File: src/rtl/branch_predictor.sv
// Fetch-side branch predictor: direct-mapped BTB with a 2-bit saturating counter per entry.
// Optional macro BP_STATS_EN adds update/mispredict event counters.
module branch_predictor #(
   parameter int IDX_W = 4,
   parameter int XLEN  = 32
) (
   input  logic            clk,
   input  logic            rst,
   input  logic [XLEN-1:0] if_pc,
   output logic            pred_taken,
   output logic [XLEN-1:0] pred_target,
   input  logic            upd_valid,
   input  logic [XLEN-1:0] upd_pc,
   input  logic            upd_is_jump,
   input  logic            upd_taken,
   input  logic [XLEN-1:0] upd_target,
   input  logic            upd_pred_taken,
   input  logic [XLEN-1:0] upd_pred_target,
   output logic            mispredict,
   output logic [XLEN-1:0] redirect_pc
`ifdef BP_STATS_EN
   ,
   output logic [31:0]     stat_updates,
   output logic [31:0]     stat_mispredicts
`endif
);

   localparam int DEPTH = 1 << IDX_W;
   localparam int TAG_W = XLEN - IDX_W - 2;

   localparam logic [1:0] CNT_SNT = 2'b00;
   localparam logic [1:0] CNT_WNT = 2'b01;
   localparam logic [1:0] CNT_WT  = 2'b10;
   localparam logic [1:0] CNT_ST  = 2'b11;

   logic             valid_q  [DEPTH];
   logic [TAG_W-1:0] tag_q    [DEPTH];
   logic [XLEN-1:0]  target_q [DEPTH];
   logic             jump_q   [DEPTH];
   logic [1:0]       cnt_q    [DEPTH];

   // ---------------- lookup ----------------
   logic [IDX_W-1:0] rd_idx;
   logic [TAG_W-1:0] rd_tag;
   logic             rd_hit;
   logic             unused_pc_bits;

   assign rd_idx         = if_pc[IDX_W+1:2];
   assign rd_tag         = if_pc[XLEN-1:IDX_W+2];
   assign rd_hit         = valid_q[rd_idx] && (tag_q[rd_idx] == rd_tag);
   assign pred_taken     = rd_hit && (jump_q[rd_idx] || cnt_q[rd_idx][1]);
   assign pred_target    = pred_taken ? target_q[rd_idx] : '0;
   assign unused_pc_bits = ^if_pc[1:0];

   // ---------------- update ----------------
   logic [IDX_W-1:0] wr_idx;
   logic [TAG_W-1:0] wr_tag;
   logic             wr_hit;
   logic             wr_en;
   logic [XLEN-1:0]  wr_target_d;
   logic             wr_jump_d;
   logic [1:0]       wr_cnt_d;

   assign wr_idx = upd_pc[IDX_W+1:2];
   assign wr_tag = upd_pc[XLEN-1:IDX_W+2];
   assign wr_hit = valid_q[wr_idx] && (tag_q[wr_idx] == wr_tag);

   always_comb begin
      wr_en       = 1'b0;
      wr_target_d = target_q[wr_idx];
      wr_jump_d   = jump_q[wr_idx];
      wr_cnt_d    = cnt_q[wr_idx];
      if (upd_valid) begin
         if (wr_hit) begin
            wr_en = 1'b1;
            if (upd_is_jump) begin
               wr_cnt_d    = CNT_ST;
               wr_target_d = upd_target;
               wr_jump_d   = 1'b1;
            end else if (upd_taken) begin
               wr_cnt_d    = (cnt_q[wr_idx] == CNT_ST) ? CNT_ST : cnt_q[wr_idx] + 2'd1;
               wr_target_d = upd_target;
            end else begin
               wr_cnt_d    = (cnt_q[wr_idx] == CNT_SNT) ? CNT_SNT : cnt_q[wr_idx] - 2'd1;
            end
         end else if (upd_taken) begin
            // Allocation evicts whatever currently lives at this index.
            wr_en       = 1'b1;
            wr_target_d = upd_target;
            wr_jump_d   = upd_is_jump;
            wr_cnt_d    = upd_is_jump ? CNT_ST : CNT_WT;
         end
      end
   end

   // The reset branch wins on any edge where rst is high, so no write leaks through.
   generate
      for (genvar gi = 0; gi < DEPTH; gi++) begin : g_entry
         localparam logic [IDX_W-1:0] ENTRY_IDX = IDX_W'(gi);
         always_ff @(posedge clk or posedge rst) begin
            if (rst) begin
               valid_q[gi]  <= 1'b0;
               tag_q[gi]    <= '0;
               target_q[gi] <= '0;
               jump_q[gi]   <= 1'b0;
               cnt_q[gi]    <= CNT_WNT;
            end else if (wr_en && (wr_idx == ENTRY_IDX)) begin
               valid_q[gi]  <= 1'b1;
               tag_q[gi]    <= wr_tag;
               target_q[gi] <= wr_target_d;
               jump_q[gi]   <= wr_jump_d;
               cnt_q[gi]    <= wr_cnt_d;
            end
         end
      end
   endgenerate

   // ---------------- misprediction / redirect ----------------
   logic            mispredict_raw;
   logic [XLEN-1:0] redirect_raw;

   assign mispredict_raw = upd_valid &&
                           ((upd_taken != upd_pred_taken) ||
                            (upd_taken && (upd_target != upd_pred_target)));
   assign redirect_raw   = upd_taken ? upd_target : upd_pc + XLEN'(4);
   assign mispredict     = mispredict_raw && !rst;
   assign redirect_pc    = (upd_valid && !rst) ? redirect_raw : '0;

`ifdef BP_STATS_EN
   logic [31:0] stat_updates_q;
   logic [31:0] stat_mispredicts_q;
   logic [31:0] stat_updates_d;
   logic [31:0] stat_mispredicts_d;

   assign stat_updates_d     = stat_updates_q + (upd_valid ? 32'd1 : 32'd0);
   assign stat_mispredicts_d = stat_mispredicts_q + (mispredict_raw ? 32'd1 : 32'd0);

   always_ff @(posedge clk or posedge rst) begin
      if (rst) begin
         stat_updates_q     <= '0;
         stat_mispredicts_q <= '0;
      end else begin
         stat_updates_q     <= stat_updates_d;
         stat_mispredicts_q <= stat_mispredicts_d;
      end
   end

   assign stat_updates     = stat_updates_q;
   assign stat_mispredicts = stat_mispredicts_q;
`endif

endmodule

File: config.mk
export PLATFORM = sky130hd
export DESIGN_NAME = branch_predictor
export DESIGN_NICKNAME = d
export VERILOG_FILES = /design/src/rtl/branch_predictor.sv
export SDC_FILE = /design/constraint.sdc
export NUM_CORES = 2
export LEC_CHECK = 0
export CAP_MARGIN = 20
export CORE_MARGIN = 2
export CORE_UTILIZATION = 40
export CTS_CLUSTER_SIZE = 40
export DETAILED_ROUTE_END_ITERATION = 10
export SYNTH_ARGS = -nofsm -noshare
export SYNTH_HDL_FRONTEND = slang
export SYNTH_SLANG_ARGS = --single-unit
File: constraint.sdc
create_clock -name clk -period 73 [get_ports clk]
set_input_delay 14.6 -clock clk [delete_from_list [all_inputs] [get_ports clk]]
set_output_delay 14.6 -clock clk [all_outputs]
set_load 0.05 [all_outputs]
==> results.md <==
* Synth async-reset ratio at 1.00
* Post-DP HPWL at about 100 mm
* PnR worst setup slack at between 30 and 40 ns
* Crit end category: output pin
* Fillcell total at 12.0k
* Crit Path Class: primary input to output pin
* DP Area at slightly below 60,000 um2
* Die Y-Extent at roughly 370 um
* Post-route ant nets at 0
* Layout Nets at between 3k and 4k
* Post-Syn Area at 55,000 um2
* Initial DRC count at 2,925
* Power per standard cell area at ~26 nW/um2
* Syn-to-layout area delta at 12.8%
* GRT overflow at 0
* Critical-path maximum fanout at 72
* Worst skew pair latency at between 0.7 and 0.8 ns
* GR Util All Layers at 0.243
* Crit-path cells: buf_8 -> buf_4 -> buf_4 -> mux4_2 -> mux4_2 -> xor2_1 -> nor4_1 -> nand4_1 -> buf_4 -> nor2b_1 -> clkdlybuf4s50_1
* Crit path largest cell delay at 0.95 ns
* Post-cts sizing count at 0
* Worst reg2reg startpoint: tag_q[7]
* CP Launch Type: primary input
* Hold crit path type: flop to flop
* I/O Pins at 200
* Final Cell Area at about 62,000 um2
* Largest net degree at the start of global routing at roughly 170
* Final setup TNS at 0 ns
* First-pass GRT wire length at ~250 mm
* Layout cells sized above 1 at 0.491
* Die X at 375 um
* Avg Inst Size Synth at between 15 and 20 um2
* Most used cell, CP: buf_4
* Residual DRC at 0
* TritonCTS clock tree: built
* Count of cell types in the netlist at just over 70
* # hold bufs at CTS at 0
* Clk sink count at just under 1k
* Number of synthesized register bits at a little under 1k
* Min-delay src: valid_q[15]
* Critical Path AT at 21.09 ns
* Die area at between 100,000 and 150,000 um2
* Req. time, crit path at 58.40 ns
* Worst vdd ir at between 15 and 20 uV
* Root Buffer: clkbuf_16
* Placeable Area at roughly 140,000 um2
* RSZ-0062 raised after global routing: no
* Syn_nets at roughly 3.7k
* Leakage Power at 26.5 nW
* Internal reg-to-reg setup slack at 67.60 ns
* Worst hold path depth at 1
* Total Wirelength at roughly 170 mm
* Synthesized instance count at ~3.6k
* Register area at about 25,000 um2
* Part of the cycle the worst path needs at 0.489
* Multi-input logic area at 28,300 um2
* Row Count at 136
* H-tree depth at 3
* Setup Skew at between 0.06 and 0.07 ns
* Seq/Total Area, Yosys at 0.452
* Vias in the first global route at 35.4k
* YS warnings at 0
* Outcome: complete, no violations
* Worst r2r dst: tag_q[317]
* Max Fclk at around 28 MHz
* Port Buffer Count at 197
* Vias per inst at roughly 6
* Post-synth EDFFs at 0
* Initial DRT Pass Iterations at 5
* Hold violation total from the final report at 0
* Relative slew slack at 0.226
* Prevailing post-synth register cell: dfrtp_1
* RD Place Congestion at around 0.86
* Worst slack, placed at about 37 ns
* Clock transition at path regs at ~0.06 ns
* Final setup viols at 0
* R2R depth at 10
* Initial core utilization at 0.401
* Max Cap Violations at 0
* Fin. max-slew vios at 0
* Max Buffers Root-to-Sink at 3
* CTS Buf Count at 110
* Postcts setup bufs at 0
* Routed vias at about 34k
* WL/cell at 30.7 um
* Min Clock Period, post-route at 35.69 ns
* Least-Margin Pin Slew at approximately 1.2 ns
* Initial antenna violation count at 9
* Worst path slowest cell: clkdlybuf4s50_1
* WHS Endpoint: valid_q[15]
[critical path, delay by kind of cell]
family | cells | cell delay (ns)
muxes | 2 | 1.11
buffers and inverters | 5 | 3.53
xor gates and xnor gates | 1 | 0.18
and+or+nand+nor | 3 | 1.55
[per-layer routing]
layer	share of wire	up-vias	GRT usage	wire (um)
li1	-	13900	-	-
met2	0.45	1232	0.364	76100
met5	0.00034	-	0	57
met3	0.089	283	0.0714	15000
met1	0.43	18500	0.339	72200
met4	0.035	10	0.0818	5960
[power breakdown]
part           total, mW  internal [mW]  leakage [nW]  switching [mW]
Clock              0.573          0.333          1.85           0.240
Sequential         0.701          0.639          13.0          0.0623
Combinational      0.319          0.180          11.6           0.139
Total               1.59           1.15          26.5           0.442
[area by class of cell]
type,instances,share of cell area
sequential,992,0.401
multi-input combinational,2212,0.457
inverter,19,0.00127
timing repair buffer,290,0.0447
antenna,3,0.000121
tap,1794,0.0362
clock buffer,162,0.0522
clock inverter,43,0.00823
[registers in the layout, indices dropped and copies added, names as in the netlist]
register / flops
cnt_q: 32
target_q: 512
jump_q: 16
tag_q: 416
valid_q: 16
[layout by cell type (no fill, tap or decap), types with 16 or more instances in the layout]
| cell type | Yosys | layout |
|---|---|---|
| dfrtp_1 | 976 | 976 |
| clkdlybuf4s50_1 | 0 | 188 |
| xnor2_1 | 51 | 51 |
| mux2_1 | 76 | 76 |
| clkinv_2 | 0 | 25 |
| buf_4 | 7 | 89 |
| xor2_1 | 59 | 59 |
| clkbuf_8 | 0 | 28 |
| nand4_1 | 16 | 16 |
| clkbuf_1 | 142 | 24 |
| nor2_1 | 84 | 83 |
| nor2b_1 | 41 | 41 |
| inv_1 | 18 | 17 |
| dfstp_2 | 16 | 16 |
| a22oi_1 | 17 | 17 |
| a21oi_1 | 44 | 44 |
| mux4_2 | 540 | 540 |
| mux2_2 | 947 | 947 |
| nand2_1 | 40 | 40 |
| clkbuf_16 | 0 | 111 |
| o21ai_0 | 27 | 27 |
| mux2i_1 | 85 | 85 |
[cells by family (layout without fill, tap and decap cells)]
group	count (synthesis)	after routing	share of synthesized area
compound gates	161	161	0.0197
xor+xnor	110	110	0.0175
fa+ha+maj	4	4	0.000910
buf+inv	377	514	0.0344
flops	992	992	0.452
mux	1648	1648	0.446
other cells	0	3	0
simple gates	289	289	0.0294
[per-stage QoR]
step           utilization  cells  total power [mW]  hold slack (ns)
3_3_place_gp         0.425   5307              1.02            0.475
4_1_cts              0.453   5512              1.60            0.491
5_1_grt              0.453   5512              1.66            0.516
2_1_floorplan            -   3581             0.935            0.447
3_5_place_dp         0.425   5307              1.03            0.474
6_report             0.453   5515              1.59            0.494
[synthesized netlist by cell type (4+ instances only)]
master,instances,area [um2]
dfrtp_1,976,24400
mux2_2,947,10700
mux4_2,540,12200
clkbuf_1,142,533
buf_2,88,440
mux2i_1,85,851
nor2_1,84,315
mux2_1,76,856
xor2_1,59,517
buf_1,51,191
xnor2_1,51,447
a21oi_1,44,220
nor2b_1,41,257
nand2_1,40,150
buf_6,39,439
clkbuf_2,30,150
o21ai_0,27,135
inv_1,18,67.6
a22oi_1,17,128
dfstp_2,16,420
nand4_1,16,100
or2_2,14,87.6
nand3_1,13,65.1
nor3_1,12,60.1
nor4_1,12,75.1
a31oi_1,10,62.6
and3_1,10,62.6
nand2b_1,10,62.6
o22ai_1,10,62.6
a221oi_1,8,70.1
a211oi_1,7,52.6
buf_4,7,52.6
o211ai_1,7,52.6
or3_1,6,37.5
nor3b_1,5,37.5
nor4_4,5,106
and2_1,4,25.0
ha_1,4,50.1
nand4_2,4,50.1
[worst max-delay path by stage]
| stage | start | to | slack [ns] |
|---|---|---|---|
| 2_1_floorplan | rst | mispredict | 18.66 |
| 3_3_place_gp | if_pc[2] | pred_target[30] | 37.26 |
| 3_5_place_dp | if_pc[2] | pred_target[30] | 37.24 |
| 4_1_cts | if_pc[2] | pred_target[30] | 37.23 |
| 5_1_grt | if_pc[2] | pred_target[30] | 36.91 |
| 6_report | if_pc[2] | pred_target[30] | 37.31 |
(Power assumes the default switching activity.)
